## src/rtl/time_pkg.sv

```systemverilog
// Shared time-of-day constants and BCD helpers, also used by the VGA
// digit-overlay stage.
// Contents: bcd_t digit type, per-digit maximums, hour limits, and
// tens_digit/units_digit helpers that split a binary value into BCD digits.
package time_pkg;

  typedef logic [3:0] bcd_t;

  localparam int unsigned SEC_TENS_MAX = 5;
  localparam int unsigned MIN_TENS_MAX = 5;
  localparam int unsigned UNITS_MAX    = 9;
  localparam int unsigned HOUR_MAX_24  = 23;
  localparam int unsigned HOUR_MAX_12  = 12;

  // Tens digit of a binary value in the range 0..99.
  function automatic bcd_t tens_digit(input int unsigned v);
    return 4'((v / 10) % 10);
  endfunction

  // Units digit of a binary value in the range 0..99.
  function automatic bcd_t units_digit(input int unsigned v);
    return 4'(v % 10);
  endfunction

endpackage

```

## src/rtl/bcd_mod_counter.sv

```systemverilog
// Two-digit BCD counter with a configurable top value, a wrap value and a
// reset value.
// Ports:
//   clk_i, reset_i  clock and asynchronous active-high reset
//   clr_i           synchronous load of the reset value (takes priority)
//   inc_i           advance by one
//   tens_o, units_o registered BCD digits
//   carry_o_c       combinational: inc_i while the count is at MAX_VAL
module bcd_mod_counter
  import time_pkg::*;
#(
  parameter int unsigned MAX_VAL   = 59,
  parameter int unsigned WRAP_VAL  = 0,
  parameter int unsigned RESET_VAL = 0
) (
  input  logic clk_i,
  input  logic reset_i,
  input  logic clr_i,
  input  logic inc_i,
  output bcd_t tens_o,
  output bcd_t units_o,
  output logic carry_o_c
);

  localparam bcd_t MAX_T   = tens_digit(MAX_VAL);
  localparam bcd_t MAX_U   = units_digit(MAX_VAL);
  localparam bcd_t WRAP_T  = tens_digit(WRAP_VAL);
  localparam bcd_t WRAP_U  = units_digit(WRAP_VAL);
  localparam bcd_t RST_T   = tens_digit(RESET_VAL);
  localparam bcd_t RST_U   = units_digit(RESET_VAL);
  localparam bcd_t U_LIMIT = 4'(UNITS_MAX);

  bcd_t tens_q, tens_d;
  bcd_t units_q, units_d;
  logic at_max_c;

  assign at_max_c  = (tens_q == MAX_T) && (units_q == MAX_U);
  assign carry_o_c = inc_i && at_max_c;

  // Next count: wrap at the top value, otherwise BCD increment.
  always_comb begin
    tens_d  = tens_q;
    units_d = units_q;
    if (clr_i) begin
      tens_d  = RST_T;
      units_d = RST_U;
    end else if (inc_i) begin
      if (at_max_c) begin
        tens_d  = WRAP_T;
        units_d = WRAP_U;
      end else if (units_q == U_LIMIT) begin
        tens_d  = tens_q + 4'd1;
        units_d = 4'd0;
      end else begin
        units_d = units_q + 4'd1;
      end
    end
  end

  always_ff @(posedge clk_i or posedge reset_i) begin
    if (reset_i) begin
      tens_q  <= RST_T;
      units_q <= RST_U;
    end else begin
      tens_q  <= tens_d;
      units_q <= units_d;
    end
  end

  assign tens_o  = tens_q;
  assign units_o = units_q;

endmodule

```

## src/rtl/bcd_time_counter.sv

```systemverilog
// Time-of-day counter driving six BCD digits HH:MM:SS for the VGA overlay,
// with a 1 Hz prescaler from the pixel clock and a set mode with hour and
// minute increment buttons.
// Build option: define CLOCK_12H_EN for a 12-hour clock (12,01..11) with a
// pm output; without it the clock runs 00..23.
// Ports:
//   clk               pixel clock
//   reset             asynchronous active-high reset
//   set_mode          async level, 1 = time-setting mode
//   inc_h, inc_m      async buttons, each rising edge adds an hour/minute
//   h1,h0,m1,m0,s1,s0 registered BCD digits
//   tick              one-clock pulse on each second advance
//   pm                (CLOCK_12H_EN only) toggles on 11 -> 12
module bcd_time_counter
  import time_pkg::*;
#(
  parameter int unsigned CLK_HZ      = 25000000,
  parameter int unsigned SYNC_STAGES = 2
) (
  input  logic       clk,
  input  logic       reset,
  input  logic       set_mode,
  input  logic       inc_h,
  input  logic       inc_m,
  output logic [3:0] h1,
  output logic [3:0] h0,
  output logic [3:0] m1,
  output logic [3:0] m0,
  output logic [3:0] s1,
  output logic [3:0] s0,
  output logic       tick
`ifdef CLOCK_12H_EN
  ,
  output logic       pm
`endif
);

  localparam int unsigned PRE_W = (CLK_HZ > 2) ? $clog2(CLK_HZ) : 1;
  localparam logic [PRE_W-1:0] PRE_TERM = PRE_W'(CLK_HZ - 1);

`ifdef CLOCK_12H_EN
  localparam int unsigned HR_MAX  = HOUR_MAX_12;
  localparam int unsigned HR_WRAP = 1;
  localparam int unsigned HR_RST  = HOUR_MAX_12;
`else
  localparam int unsigned HR_MAX  = HOUR_MAX_24;
  localparam int unsigned HR_WRAP = 0;
  localparam int unsigned HR_RST  = 0;
`endif

  localparam int unsigned SEC_MAX = SEC_TENS_MAX * 10 + UNITS_MAX;
  localparam int unsigned MIN_MAX = MIN_TENS_MAX * 10 + UNITS_MAX;

  // Input synchronizers; the top bit is the synchronized level.
  logic [SYNC_STAGES-1:0] sm_sync_q, h_sync_q, m_sync_q;
  logic                   h_prev_q, m_prev_q;
  logic                   set_mode_s, h_s, m_s;
  logic                   h_edge_c, m_edge_c;

  always_ff @(posedge clk or posedge reset) begin
    if (reset) begin
      sm_sync_q <= '0;
      h_sync_q  <= '0;
      m_sync_q  <= '0;
      h_prev_q  <= 1'b0;
      m_prev_q  <= 1'b0;
    end else begin
      sm_sync_q <= {sm_sync_q[SYNC_STAGES-2:0], set_mode};
      h_sync_q  <= {h_sync_q[SYNC_STAGES-2:0], inc_h};
      m_sync_q  <= {m_sync_q[SYNC_STAGES-2:0], inc_m};
      h_prev_q  <= h_s;
      m_prev_q  <= m_s;
    end
  end

  assign set_mode_s = sm_sync_q[SYNC_STAGES-1];
  assign h_s        = h_sync_q[SYNC_STAGES-1];
  assign m_s        = m_sync_q[SYNC_STAGES-1];
  // Buttons only count while in set mode.
  assign h_edge_c   = set_mode_s && h_s && !h_prev_q;
  assign m_edge_c   = set_mode_s && m_s && !m_prev_q;

  // 1 Hz prescaler; held at zero in set mode so leaving it restarts a full second.
  logic [PRE_W-1:0] presc_q, presc_d;
  logic             tick_q, tick_d;

  always_comb begin
    presc_d = presc_q;
    tick_d  = 1'b0;
    if (set_mode_s) begin
      presc_d = '0;
    end else if (presc_q == PRE_TERM) begin
      presc_d = '0;
      tick_d  = 1'b1;
    end else begin
      presc_d = presc_q + PRE_W'(1);
    end
  end

  always_ff @(posedge clk or posedge reset) begin
    if (reset) begin
      presc_q <= '0;
      tick_q  <= 1'b0;
    end else begin
      presc_q <= presc_d;
      tick_q  <= tick_d;
    end
  end

  assign tick = tick_q;

  // Carry chain, all resolved within one cycle. Set mode breaks the chain
  // so minute increments never carry into hours.
  logic sec_carry_c, min_carry_c, hr_carry_unused;
  logic min_inc_c, hr_inc_c;

  assign min_inc_c = set_mode_s ? m_edge_c : sec_carry_c;
  assign hr_inc_c  = set_mode_s ? h_edge_c : min_carry_c;

  bcd_mod_counter #(
    .MAX_VAL  (SEC_MAX),
    .WRAP_VAL (0),
    .RESET_VAL(0)
  ) u_sec (
    .clk_i    (clk),
    .reset_i  (reset),
    .clr_i    (set_mode_s),
    .inc_i    (tick_d),
    .tens_o   (s1),
    .units_o  (s0),
    .carry_o_c(sec_carry_c)
  );

  bcd_mod_counter #(
    .MAX_VAL  (MIN_MAX),
    .WRAP_VAL (0),
    .RESET_VAL(0)
  ) u_min (
    .clk_i    (clk),
    .reset_i  (reset),
    .clr_i    (1'b0),
    .inc_i    (min_inc_c),
    .tens_o   (m1),
    .units_o  (m0),
    .carry_o_c(min_carry_c)
  );

  bcd_mod_counter #(
    .MAX_VAL  (HR_MAX),
    .WRAP_VAL (HR_WRAP),
    .RESET_VAL(HR_RST)
  ) u_hr (
    .clk_i    (clk),
    .reset_i  (reset),
    .clr_i    (1'b0),
    .inc_i    (hr_inc_c),
    .tens_o   (h1),
    .units_o  (h0),
    .carry_o_c(hr_carry_unused)
  );

`ifdef CLOCK_12H_EN
  // pm flips whenever the hour steps from 11 to 12, in run or set mode.
  logic pm_q, pm_d;

  always_comb begin
    pm_d = pm_q;
    if (hr_inc_c && (h1 == 4'd1) && (h0 == 4'd1)) begin
      pm_d = !pm_q;
    end
  end

  always_ff @(posedge clk or posedge reset) begin
    if (reset) begin
      pm_q <= 1'b0;
    end else begin
      pm_q <= pm_d;
    end
  end

  assign pm = pm_q;
`endif

endmodule

```

## config.mk

```make
export PLATFORM = sky130hd
export DESIGN_NAME = bcd_time_counter
export DESIGN_NICKNAME = d
export VERILOG_FILES = /design/src/rtl/time_pkg.sv /design/src/rtl/bcd_mod_counter.sv /design/src/rtl/bcd_time_counter.sv
export SDC_FILE = /design/constraint.sdc
export NUM_CORES = 1
export LEC_CHECK = 0
export BUFFER_PORTS_ARGS = -buffer_cell sky130_fd_sc_hd__buf_2
export CORE_MARGIN = 2
export CORE_UTILIZATION = 61
export CTS_BUF_LIST = sky130_fd_sc_hd__clkbuf_2
export CTS_CLUSTER_SIZE = 12
export DETAILED_ROUTE_END_ITERATION = 6
export HOLD_SLACK_MARGIN = 0.12
export PLACE_DENSITY = 0.91
export SYNTH_ARGS = -nofsm -noshare
export SYNTH_HDL_FRONTEND = slang
export SYNTH_HIERARCHICAL = 1
export SYNTH_SLANG_ARGS = --single-unit
export TNS_END_PERCENT = 50
```

## constraint.sdc

```tcl
create_clock -name clk -period 3.7 [get_ports clk]
set_input_delay 0.74 -clock clk [delete_from_list [all_inputs] [get_ports clk]]
set_output_delay 0.74 -clock clk [all_outputs]
set_load 0.01 [all_outputs]
```

* Yosys cells after proc, flatten, opt, wreduce, memory -nomap -nowiden
Cells that the tools add are included.
Word-level totals: RAM bits 0, bits in latches 0, output and inout bits 25, memories kept 0, register bits 58, bits in read-only memories 0, logic and storage cells 68, bits of input ports 5
Cells by class: $add $sub $neg 7, $lt $le $gt $ge 0, shift-type cells 0, div/mod/pow operators 0, equality and inequality tests 8, $mul 0, reduce and logical (&&, ||, !) cells 18, muxes and demuxes 22, bitwise logic cells 0
Operator list (number):
- $mux W4 | 16
- $mux W25 | 2
- $add A25 B1 Y25 const B | 1
- $eq A25 B25 Y1 const B | 1
- $add A4 B1 Y4 const B | 6
- $eq A4 B4 Y1 const B | 3
- $logic_and A1 B1 Y1 | 9
- $eq A4 B2 Y1 const B | 2
- $eq A4 B3 Y1 const B | 2
- $reduce_and A2 Y1 | 3
- $reduce_bool A2 Y1 | 3
- $mux W1 | 4
- $reduce_bool A3 Y1 | 1
- $logic_not A1 Y1 | 2

* Depth between registers and ports, before layout
Gate-level depths: netlist of the first run.
depth in word-level cells 8, depth in mapped cells 17, gate-level depth less buffers 14

* By module
The synthesis of the first run kept the hierarchy.
Modules (own cells, without submodules):
- bcd_time_counter | cells an instance 159, seq. area each 850.8 µm², instances 1, area each 1572.8 µm²
- bcd_mod_counter (u_min ...) | cells an instance 54, seq. area each 200.2 µm², instances 2, area each 501.7 µm²
- bcd_mod_counter (u_hr) | cells an instance 56, seq. area each 200.2 µm², instances 1, area each 519.2 µm²

* Worst setup path after synthesis of the first run
OpenSTA, ideal clock, no wires.
path type reg-to-reg, start point reg presc_q[15], end point reg u_hr.tens_q[3], in the netlist u_hr/tens_o[3], period minus slack after synthesis 3.248 ns, slack 0.452 ns, cell stages (with the launch flop) 16, data required time 3.605 ns, arrival 3.152 ns, buffers on the path 2, setup time 0.095 ns, cell sequence dfrtp_1 -> or4b_2 -> nor4_1 -> nand4_1 -> nor2_1 -> buf_4 -> and2_1 -> inv_1 -> o22ai_1 -> buf_4 -> and2_1 -> inv_1 -> o22ai_1 -> or3b_2 -> o32a_1 -> o31ai_1
On the way: word-level cells in the longest chain between the ends 8
Ends and longest elaborated chain:
- start: declaration | RTL line bcd_time_counter.sv:84 | logic [PRE_W-1:0] presc_q, presc_d;
- start signal: assignment | RTL line bcd_time_counter.sv:105 | presc_q <= presc_d;
- $eq A25 B25 Y1 | RTL line bcd_time_counter.sv:92 | end else if (presc_q == PRE_TERM) begin
- $mux W1 | RTL line bcd_time_counter.sv:92
- $mux W1 | RTL line bcd_time_counter.sv:90 | if (set_mode_s) begin
- named net tick_d | RTL line bcd_time_counter.sv:85 | logic tick_q, tick_d;
- $logic_and A1 B1 Y1 | RTL line bcd_mod_counter.sv:38 | assign carry_o_c = inc_i && at_max_c;
- named net sec_carry_c | RTL line bcd_time_counter.sv:114 | logic sec_carry_c, min_carry_c, hr_carry_unused;
- $mux W1 | RTL line bcd_time_counter.sv:117 | assign min_inc_c = set_mode_s ? m_edge_c : sec_carry_c;
- named net min_inc_c | RTL line bcd_time_counter.sv:115 | logic min_inc_c, hr_inc_c;
- $logic_and A1 B1 Y1 | RTL line bcd_mod_counter.sv:38
- named net min_carry_c | RTL line bcd_time_counter.sv:114
- $mux W1 | RTL line bcd_time_counter.sv:118 | assign hr_inc_c = set_mode_s ? h_edge_c : min_carry_c;
- named net hr_inc_c | RTL line bcd_time_counter.sv:115
- $reduce_and A2 Y1 (no line)
- end signal: assignment | RTL line bcd_mod_counter.sv:65 | tens_q <= tens_d;
- end: declaration | RTL line bcd_mod_counter.sv:33 | bcd_t tens_q, tens_d;
The timed path passes the listed nets, and every way through them passes these cells. A chain may end at the register's enable or synchronous reset.

* Final worst setup path of the first run
start point reg presc_q[15], end point reg u_min.tens_q[3], in the netlist u_min/tens_o[3]
On the way: word-level cells in the longest chain between the ends 6
Ends and longest elaborated chain (RTL line):
- $eq A25 B25 Y1 | bcd_time_counter.sv:92
- $mux W1 | bcd_time_counter.sv:92
- $mux W1 | bcd_time_counter.sv:90
- named net tick_d | bcd_time_counter.sv:85
- $logic_and A1 B1 Y1 | bcd_mod_counter.sv:38
- named net sec_carry_c | bcd_time_counter.sv:114
- $mux W1 | bcd_time_counter.sv:117
- named net min_inc_c | bcd_time_counter.sv:115
- $reduce_and A2 Y1 (no line)
- end signal: assignment | bcd_mod_counter.sv:65
- end: declaration | bcd_mod_counter.sv:33
The timed path passes the listed nets, and every way through them passes these cells.

==> results.ini, run 1 <==
[clocking]
cts_buffer_depth=2
cts_sinks=58
cts_tree=yes
cts-buffers-inserted=9
clkTransAtPathRegs_ps=170
clk_latency_ps=460
cts_hold_buf=0
cts-resized-gates=0
postCtsSetupRepairBufs=0
cts_root_buf=clkbuf_2
htreeDepth=3

[synthesis]
ys_warn_count=6
syn_area_sq_um=3090
synth_area_per_cell_sq_um=9.598
syn_inst=322

[placement]
gp_congestion=0.8308
io_buffers=29
hpwl_mm=4.289
dp_slack_ps=469.1
place_area_sq_um=3321
post-place-cells=416

[global_routing]
grt_first_pass_wirelength_mm=10.09
met3_usage=0.04819
antenna_found_initial=0
first_global_vias=2256
grtUsageMet2=0.3645
grtUsageTotal=0.2345
grt_max_degree=35
top_usage_layer=met2
grtUsageMet1=0.3287
globalRouteOverflowTotal=0

[routing]
via_per_inst=5.813
drt_iter0_drc=134
dr.pass1.iters=5
antenna_left=0
vias=2511
drt_wl_total_mm=6.157
drc=0
post_drt_wl_per_cell_um=14.25

[sta]
max_slew_margin=0.5371
worstMarginPinSlew_ps=692.9
fmax_mhz=308.3
grt_setup_unrepaired=no
fin_crit_ps=3244
worst_slack_ps=456.4
final_hold_viol_count=0
tns_ps=0
slew_violations=0
fin_skew_ps=21.03
setup_viol_count_final=0
finalCritPeriodShare=0.8766

[floorplan]
fp.dieH_um=75.18
num_io_pins=30
die_w_um=75.18
dieArea_sq_um=5652
start_util=0.6416
row_count=25
coreArea_sq_um=4817

[layout]
area_delta_synth_final_pct=10.93
final_cells=432
fin_nets=378
final_area_sq_um=3428
antennaDiodeCount=0
fin_util=0.7117
layout-drive-gt1-share=0.1918

[outcome]
outcome=finished clean

[power_and_ir_drop]
powerDensity_nw_per_um2=317.8
ir_drop_mv=0.3366
total_leakage_power_nw=1.546

[setup_path]
reg2regPathDepth=12
ff2ff_setup_slack_ps=460
worstPathRequired_ps=4120
cp_max_fo=7
cp-end-kind=flop
arrival_ps=3660
startpoint_type=flop
timing.rr.start=presc_q[15]
criticalPathCategory=flop to flop
r2r_end=u_min/tens_o[3]
startpoint=presc_q[15]
crit_path_end=u_min/tens_o[3]

[worst_hold_path]
worst_hold_path_type=input pin to async pin

[run]
maxCapViolCount=0

==> worst max-delay path: stages (launching register included) <==
cell	delay, ps
dfrtp_1	450
or4b_2	670
nor4_1	250
nand4_1	120
nor2_1	130
and2_1	150
inv_1	40
o22ai_1	170
buf_4	190
nand4b_4	140
or3_1	390
or3_1	370
a21oi_2	130
==> cell type report <==
cell class	count	area, sq um
flip-flops and latches	58	1451
inverters	18	67.56
multi-input cells	239	1535
clock buffers	10	50.05
fillers	380	1389
clock inverters	6	57.56
repair buffers	34	182.7
well taps	67	83.83
==> per-layer routing <==
metal / wire, um / vias up
met1: 2818 / 1221
met5: 0 / -
met2: 2994 / 65
met4: 78 / 0
met3: 265 / 9
li1: - / 1216
==> power breakdown <==
| group | internal, mW | switching, mW | total [mW] |
|---|---|---|---|
| sequential | 0.643 | 0.0115 | 0.655 |
| combinational | 0.0150 | 0.0318 | 0.0468 |
| clock | 0.153 | 0.235 | 0.388 |
==> sequential cells by signal, summed over array words and instances, names as in the netlist <==
register	cells
h_sync_q	2
u_hr/units_o	4
u_min/tens_o	4
u_min/units_o	4
tick	1
m_prev_q	1
sm_sync_q	2
u_sec/units_o	4
u_hr/tens_o	4
m_sync_q	2
u_sec/tens_o	4
presc_q	25
h_prev_q	1
==> cells in the final DEF, fill, tap and decap left out, types with 6 or more instances in the layout <==
cell	instances
ha_1	13
a21oi_1	22
buf_2	29
xnor2_1	13
or3_1	11
inv_1	18
o21ai_0	12
nand3_1	13
nand4_1	7
dfrtp_1	58
nor2_1	37
clkbuf_2	10
conb_1	6
nand2_1	25
nor4_1	7
==> through the flow <==
stage,hold WS (ps),total power [mW]
6_report,221.5,1.090
3_3_place_gp,333.4,0.7098
5_1_grt,194.3,1.134
2_1_floorplan,331.2,0.6968
4_1_cts,193.3,1.097
3_5_place_dp,334.7,0.7126
==> how the worst min path moves through the flow <==
stage | start | slack (ps) | endpoint | depth (start not counted)
floorplan | h_sync_q[0] | 330 | h_sync_q[1] | 0
global placement | sm_sync_q[0] | 330 | sm_sync_q[1] | 0
detailed placement | m_sync_q[0] | 330 | m_sync_q[1] | 0
CTS | reset | 190 | u_min/tens_o[2] | 2
global route | reset | 190 | u_sec/units_o[1] | 2
finish | reset | 220 | u_sec/units_o[1] | 2
(Power assumes the default switching activity.)
==> run 2: changes to the inputs <==
- CORE_UTILIZATION: 61 -> 55
- PLACE_DENSITY: 0.91 -> 0.84
==> run 2 against run 1 <==
Net effect:
- critical path depth is the same
- highest routed layer unchanged
- cell area is 0.44% lower
- fmax up 0.73%
- final cell count is 1.4% higher
- combinational power grew 0.9%
- first-iteration DRC count increased by 1.5%
- via count down 1.4%
- core utilization is 8.8 points lower
- register-to-register slack gained 20 ps
- global-route usage shrank 2.2 points
- largest cell class unchanged
- die area increased by 10%
- total power fell by 7.6%
==> results.ini, run 2 (synthesis gave the netlist of run 1 again) <==
[global_routing]
grt_max_degree=33  ; -5.7%
first_global_vias=2323  ; +3.0%
grtUsageTotal=0.2127  ; -0.02182
antenna_found_initial=0  ; unchanged
globalRouteOverflowTotal=0  ; unchanged
grt_first_pass_wirelength_mm=10.34  ; +2.5%

[power_and_ir_drop]
seq_power_share=0.650  ; +0.049
powerDensity_nw_per_um2=294.9  ; -7.2%
power.internal_uw=744.1  ; -8.3%
p_comb_frac=0.047  ; +0.004
clkPwrFrac=0.304  ; -0.052
total_leakage_power_nw=1.546  ; about the same
p_sw_frac=0.2607  ; +0.005308
total_power_mw=1.006  ; -7.6%
ir_drop_mv=0.1912  ; -43%
power_switching_uw=262.4  ; -5.7%

[placement]
gp_congestion=0.8603  ; +3.6%
place_area_sq_um=3327  ; +0.19%
dp_slack_ps=472.1  ; +3.009 ps
hpwl_mm=4.256  ; -0.76%
io_buffers=29  ; unchanged
post-place-cells=421  ; +1.2%

[outcome]
outcome=finished clean

[setup_path]
criticalPathCategory=flop to flop
path_cells=or4b_2 > nor4_1 > nand4_1 > nor2_1 > and2_1 > inv_1 > o22ai_1 > buf_4 > nand4b_4 > or3_1 > or3_1 > a21oi_2
cp_max_fo=7  ; unchanged
cp_slowest_cell=or4b_2
ff2ff_setup_slack_ps=480  ; +20 ps
cp-end-kind=flop
cpPeakStageDelay_ps=680  ; about the same
worstPathRequired_ps=4140  ; +20 ps
startpoint_type=flop
cpMostUsedCell=or3_1
arrival_ps=3660  ; about the same

[clocking]
cts_hold_buf=1  ; +1
postCtsSetupRepairBufs=0  ; unchanged
cts-buffers-inserted=9  ; unchanged
htreeDepth=3  ; unchanged
cts-resized-gates=0  ; unchanged
cts_buffer_depth=2  ; unchanged
cts_tree=yes
cts_root_buf=clkbuf_2
cts_sinks=58  ; unchanged
clkTransAtPathRegs_ps=170  ; about the same
clk_latency_ps=500  ; +40 ps

[sta]
setup_viol_count_final=0  ; unchanged
fin_skew_ps=28.04  ; +7.009 ps
fmax_mhz=310.6  ; +0.73%
worstMarginPinSlew_ps=607.6  ; -85.33 ps
final_hold_viol_count=0  ; unchanged
whs_ps=346.3  ; +124.8 ps
fin_crit_ps=3220  ; -23.65 ps
tns_ps=0  ; unchanged
max_slew_margin=0.5950  ; +0.05784
slew_violations=0  ; unchanged
worst_slack_ps=480.1  ; +23.65 ps
grt_setup_unrepaired=no
finalCritPeriodShare=0.8703  ; -0.006393

[floorplan]
num_io_pins=30  ; unchanged
start_util=0.5647  ; -0.07686
die_w_um=78.96  ; +5.0%
coreArea_sq_um=5473  ; +14%
row_count=27  ; +8.0%
dieArea_sq_um=6235  ; +10%
fp.dieH_um=78.96  ; +5.0%

[worst_hold_path]
worst_hold_path_type=input pin to flop

[layout]
layout-drive-gt1-share=0.1885  ; -0.003256
final_common_cell=dfrtp_1
top_register=presc_q
fin_nets=379  ; +0.26%
final_area_sq_um=3413  ; -0.44%
fillers=463  ; +22%
area_delta_synth_final_pct=10.45
multi_input_area_sq_um=1535  ; unchanged
regArea_sq_um=1451  ; unchanged
fin_util=0.6237  ; -0.08800
largest_register_ffs=25  ; unchanged
antennaDiodeCount=0  ; unchanged
final_cells=438  ; +1.4%
final_cell_mix=dfrtp_1, nor2_1, buf_2, nand2_1, a21oi_1

[routing]
drc=0  ; unchanged
drt_iter0_drc=136  ; +1.5%
antenna_left=0  ; unchanged
dr.pass1.iters=4  ; -1
vias=2477  ; -1.4%
via_per_inst=5.655  ; -2.7%
post_drt_wl_per_cell_um=13.92  ; -2.3%
drt_wl_total_mm=6.096  ; -0.99%

[run]
maxCapViolCount=0  ; unchanged

run 2: cell types whose count changed in the layout (fill, tap and decap cells not counted):
| cell | delta |
|---|---|
| bufinv_16 | -1 |
| clkinvlp_4 | -2 |
| clkbuf_2 | +1 |
| clkinv_2 | +1 |
| clkinv_1 | +1 |
| dlygate4sd3_1 | +1 |
run 2: metal layers:
layer	global-route usage	wire, um
met1	0.2690	2827
met2	0.3407	2889
met3	0.07955	283
met4	0.06552	96
met5	0	0
run 2: power by group through the flow:
stage                     Clock (mW)  Combinational [mW]  Sequential, mW
after floorplan                    0              0.0349           0.662
after detailed placement           0              0.0465           0.666
after global placement             0              0.0454           0.665
after global routing           0.346              0.0548           0.656
final                          0.305              0.0472           0.654
after CTS                      0.318              0.0472           0.654
run 2: critical path, delay by kind of cell (launching register included):
family,cells,cell delay (ps)
AND/OR/NAND/NOR,8,2190
flip-flops,1,440
AO/OA/AOI/OAI,2,310
buffers and inverters,2,220
run 2: final cells by class:
type                       count  share of cell area
clock inverter                 5            0.006232
timing repair buffer          35             0.05645
tap                           72             0.02639
clock buffer                  11             0.01613
sequential                    58              0.4252
inverter                      18             0.01979
multi-input combinational    239              0.4498
run 2: path summary, 6_finish.rpt:
kind / start / endpoint / cells past startpoint
min: set_mode / sm_sync_q[0] / 1
max reg2reg: presc_q[15] / u_min/tens_o[3] / 12
min in group asynchronous: reset / sm_sync_q[0] / 3
max in group asynchronous: reset / m_sync_q[0] / 4
min reg2reg: h_sync_q[0] / h_sync_q[1] / 0
max: presc_q[15] / u_min/tens_o[3] / 12
==> run 3: changes to the inputs <==
- GPL_TIMING_DRIVEN: unset -> 1
- REMOVE_ABC_BUFFERS: unset -> 1
==> run 3 against run 2 <==
Net effect:
- count of clock-buffer cells in the layout decreased by 2
- via count increased by 0.93%
- clock skew increased by 4.2 ps
- global-route usage grew 0.10 points
- die area stayed put
- critical path type unchanged
- largest power group unchanged
==> results.ini, run 3 (synthesis gave the netlist of run 1 again) <==
[placement]
post-place-cells=421  ; unchanged
io_buffers=29  ; unchanged
place_area_sq_um=3327  ; unchanged
gp_congestion=0.8370  ; -2.7%
hpwl_mm=4.288  ; +0.76%

[routing]
vias=2500  ; +0.93%
drt_wl_total_mm=6.116  ; +0.33%
antenna_left=0  ; unchanged
via_per_inst=5.721  ; +1.2%
post_drt_wl_per_cell_um=14.00  ; +0.56%
dr.pass1.iters=6  ; +2
drc=0  ; unchanged
drt_iter0_drc=187  ; +38%

[setup_path]
startpoint_type=flop
worstPathRequired_ps=4130  ; about the same
cp_max_fo=6  ; -1
path_delay_family=simple AND/OR/NAND/NOR gates
cp-end-kind=flop
path_buf_inv=2  ; unchanged
path_cells=or4b_2 > nor4_1 > nand4_1 > nor2_1 > and2_1 > inv_1 > o22ai_1 > and2_1 > inv_1 > o22ai_1 > or3b_2 > o32a_1 > o31ai_1
cp_slowest_cell=or4b_2
cpPeakStageDelay_ps=650  ; -30 ps
arrival_ps=3670  ; about the same
criticalPathCategory=flop to flop

[run]
maxCapViolCount=0  ; unchanged

[layout]
top_register=presc_q
antennaDiodeCount=0  ; unchanged
final_cell_mix=dfrtp_1, nor2_1, buf_2, nand2_1, a21oi_1
layout-drive-gt1-share=0.1890  ; +0.0005165
final_cells=437  ; -0.23%
fillers=456  ; -1.5%
final_area_sq_um=3408  ; -0.15%
final_common_cell=dfrtp_1
largest_register_ffs=25  ; unchanged
area_delta_synth_final_pct=10.28
fin_nets=378  ; -0.26%

[clocking]
htreeDepth=3  ; unchanged
cts_hold_buf=0  ; -1
postCtsSetupRepairBufs=0  ; unchanged
cts-resized-gates=0  ; unchanged
cts_sinks=58  ; unchanged
cts_root_buf=clkbuf_2
cts_tree=yes
cts_buffer_depth=2  ; unchanged
cts-buffers-inserted=9  ; unchanged
clkTransAtPathRegs_ps=190  ; +20 ps
clk_latency_ps=510  ; about the same

[worst_hold_path]
worst_hold_path_type=input pin to async pin

[sta]
fin_skew_ps=32.22  ; +4.180 ps
final_hold_viol_count=0  ; unchanged
fmax_mhz=308.4  ; -0.69%
setup_viol_count_final=0  ; unchanged
max_slew_margin=0.5645  ; -0.03042
slew_violations=0  ; unchanged
finalCritPeriodShare=0.8763  ; +0.006035
grt_setup_unrepaired=no
fin_crit_ps=3242  ; +22.33 ps
worstMarginPinSlew_ps=647.8  ; +40.24 ps

[global_routing]
globalRouteOverflowTotal=0  ; unchanged
grt_first_pass_wirelength_mm=10.52  ; +1.7%
antenna_found_initial=0  ; unchanged
grtUsageTotal=0.2137  ; +0.0009969
grt_max_degree=35  ; +6.1%
first_global_vias=2330  ; +0.30%

[power_and_ir_drop]
ir_drop_mv=0.1720  ; -10%
powerDensity_nw_per_um2=300.2  ; +1.8%
total_leakage_power_nw=1.534  ; -0.79%

[floorplan]
start_util=0.5647  ; unchanged
dieArea_sq_um=6235  ; unchanged
num_io_pins=30  ; unchanged
row_count=27  ; unchanged
coreArea_sq_um=5473  ; unchanged
fp.dieH_um=78.96  ; unchanged
die_w_um=78.96  ; unchanged

[outcome]
outcome=finished clean

[run 3: through the flow]
step	utilization	TNS, ps	worst slack (ps)	total power [mW]	hold slack, ps
2_1_floorplan	-	-332.0	-286.3	0.6940	331.2
3_3_place_gp	0.6079	0	556.4	0.7110	338.7
4_1_cts	0.6228	0	445.1	1.035	155.5
3_5_place_dp	0.6079	0	483.4	0.7128	341.8
5_1_grt	0.6228	0	284.7	1.068	166.6
6_report	0.6228	0	457.7	1.023	179.5
[run 3: area by class of cell]
class	count	area (sq um)	area share
clock buffer	9	45.04	0.01322
clock inverter	7	36.28	0.01065
inverter	18	67.56	0.01982
multi-input combinational	239	1535	0.4504
sequential	58	1451	0.4258
tap	72	90.09	0.02643
timing repair buffer	34	182.7	0.05360
[run 3: report_power, final]
| part | total, mW | switching (mW) | internal (mW) |
|---|---|---|---|
| Clock | 0.323 | 0.244 | 0.0788 |
| Sequential | 0.654 | 0.0107 | 0.643 |
| Combinational | 0.0465 | 0.0316 | 0.0149 |
[run 3: worst paths after layout]
path                              from          endpoint  cells after the start  slack [ps]
setup / recovery            presc_q[9]    u_hr/tens_o[3]                     13         460
hold / removal                   reset  u_min/units_o[0]                      2         180
setup reg to reg            presc_q[9]    u_hr/tens_o[3]                     13         460
hold reg to reg            m_sync_q[0]       m_sync_q[1]                      0         360
max in group asynchronous        reset       presc_q[19]                      3        3040
min in group clk              set_mode      sm_sync_q[0]                      1         360
[run 3: metal layers]
| layer | up-vias | GRT usage | part of all wire |
|---|---|---|---|
| met5 | - | 0 | 0 |
| met4 | 0 | 0.1000 | 0.0070 |
| met3 | 4 | 0.04432 | 0.040 |
| met2 | 55 | 0.3441 | 0.49 |
| met1 | 1229 | 0.2775 | 0.46 |
| li1 | 1212 | - | - |
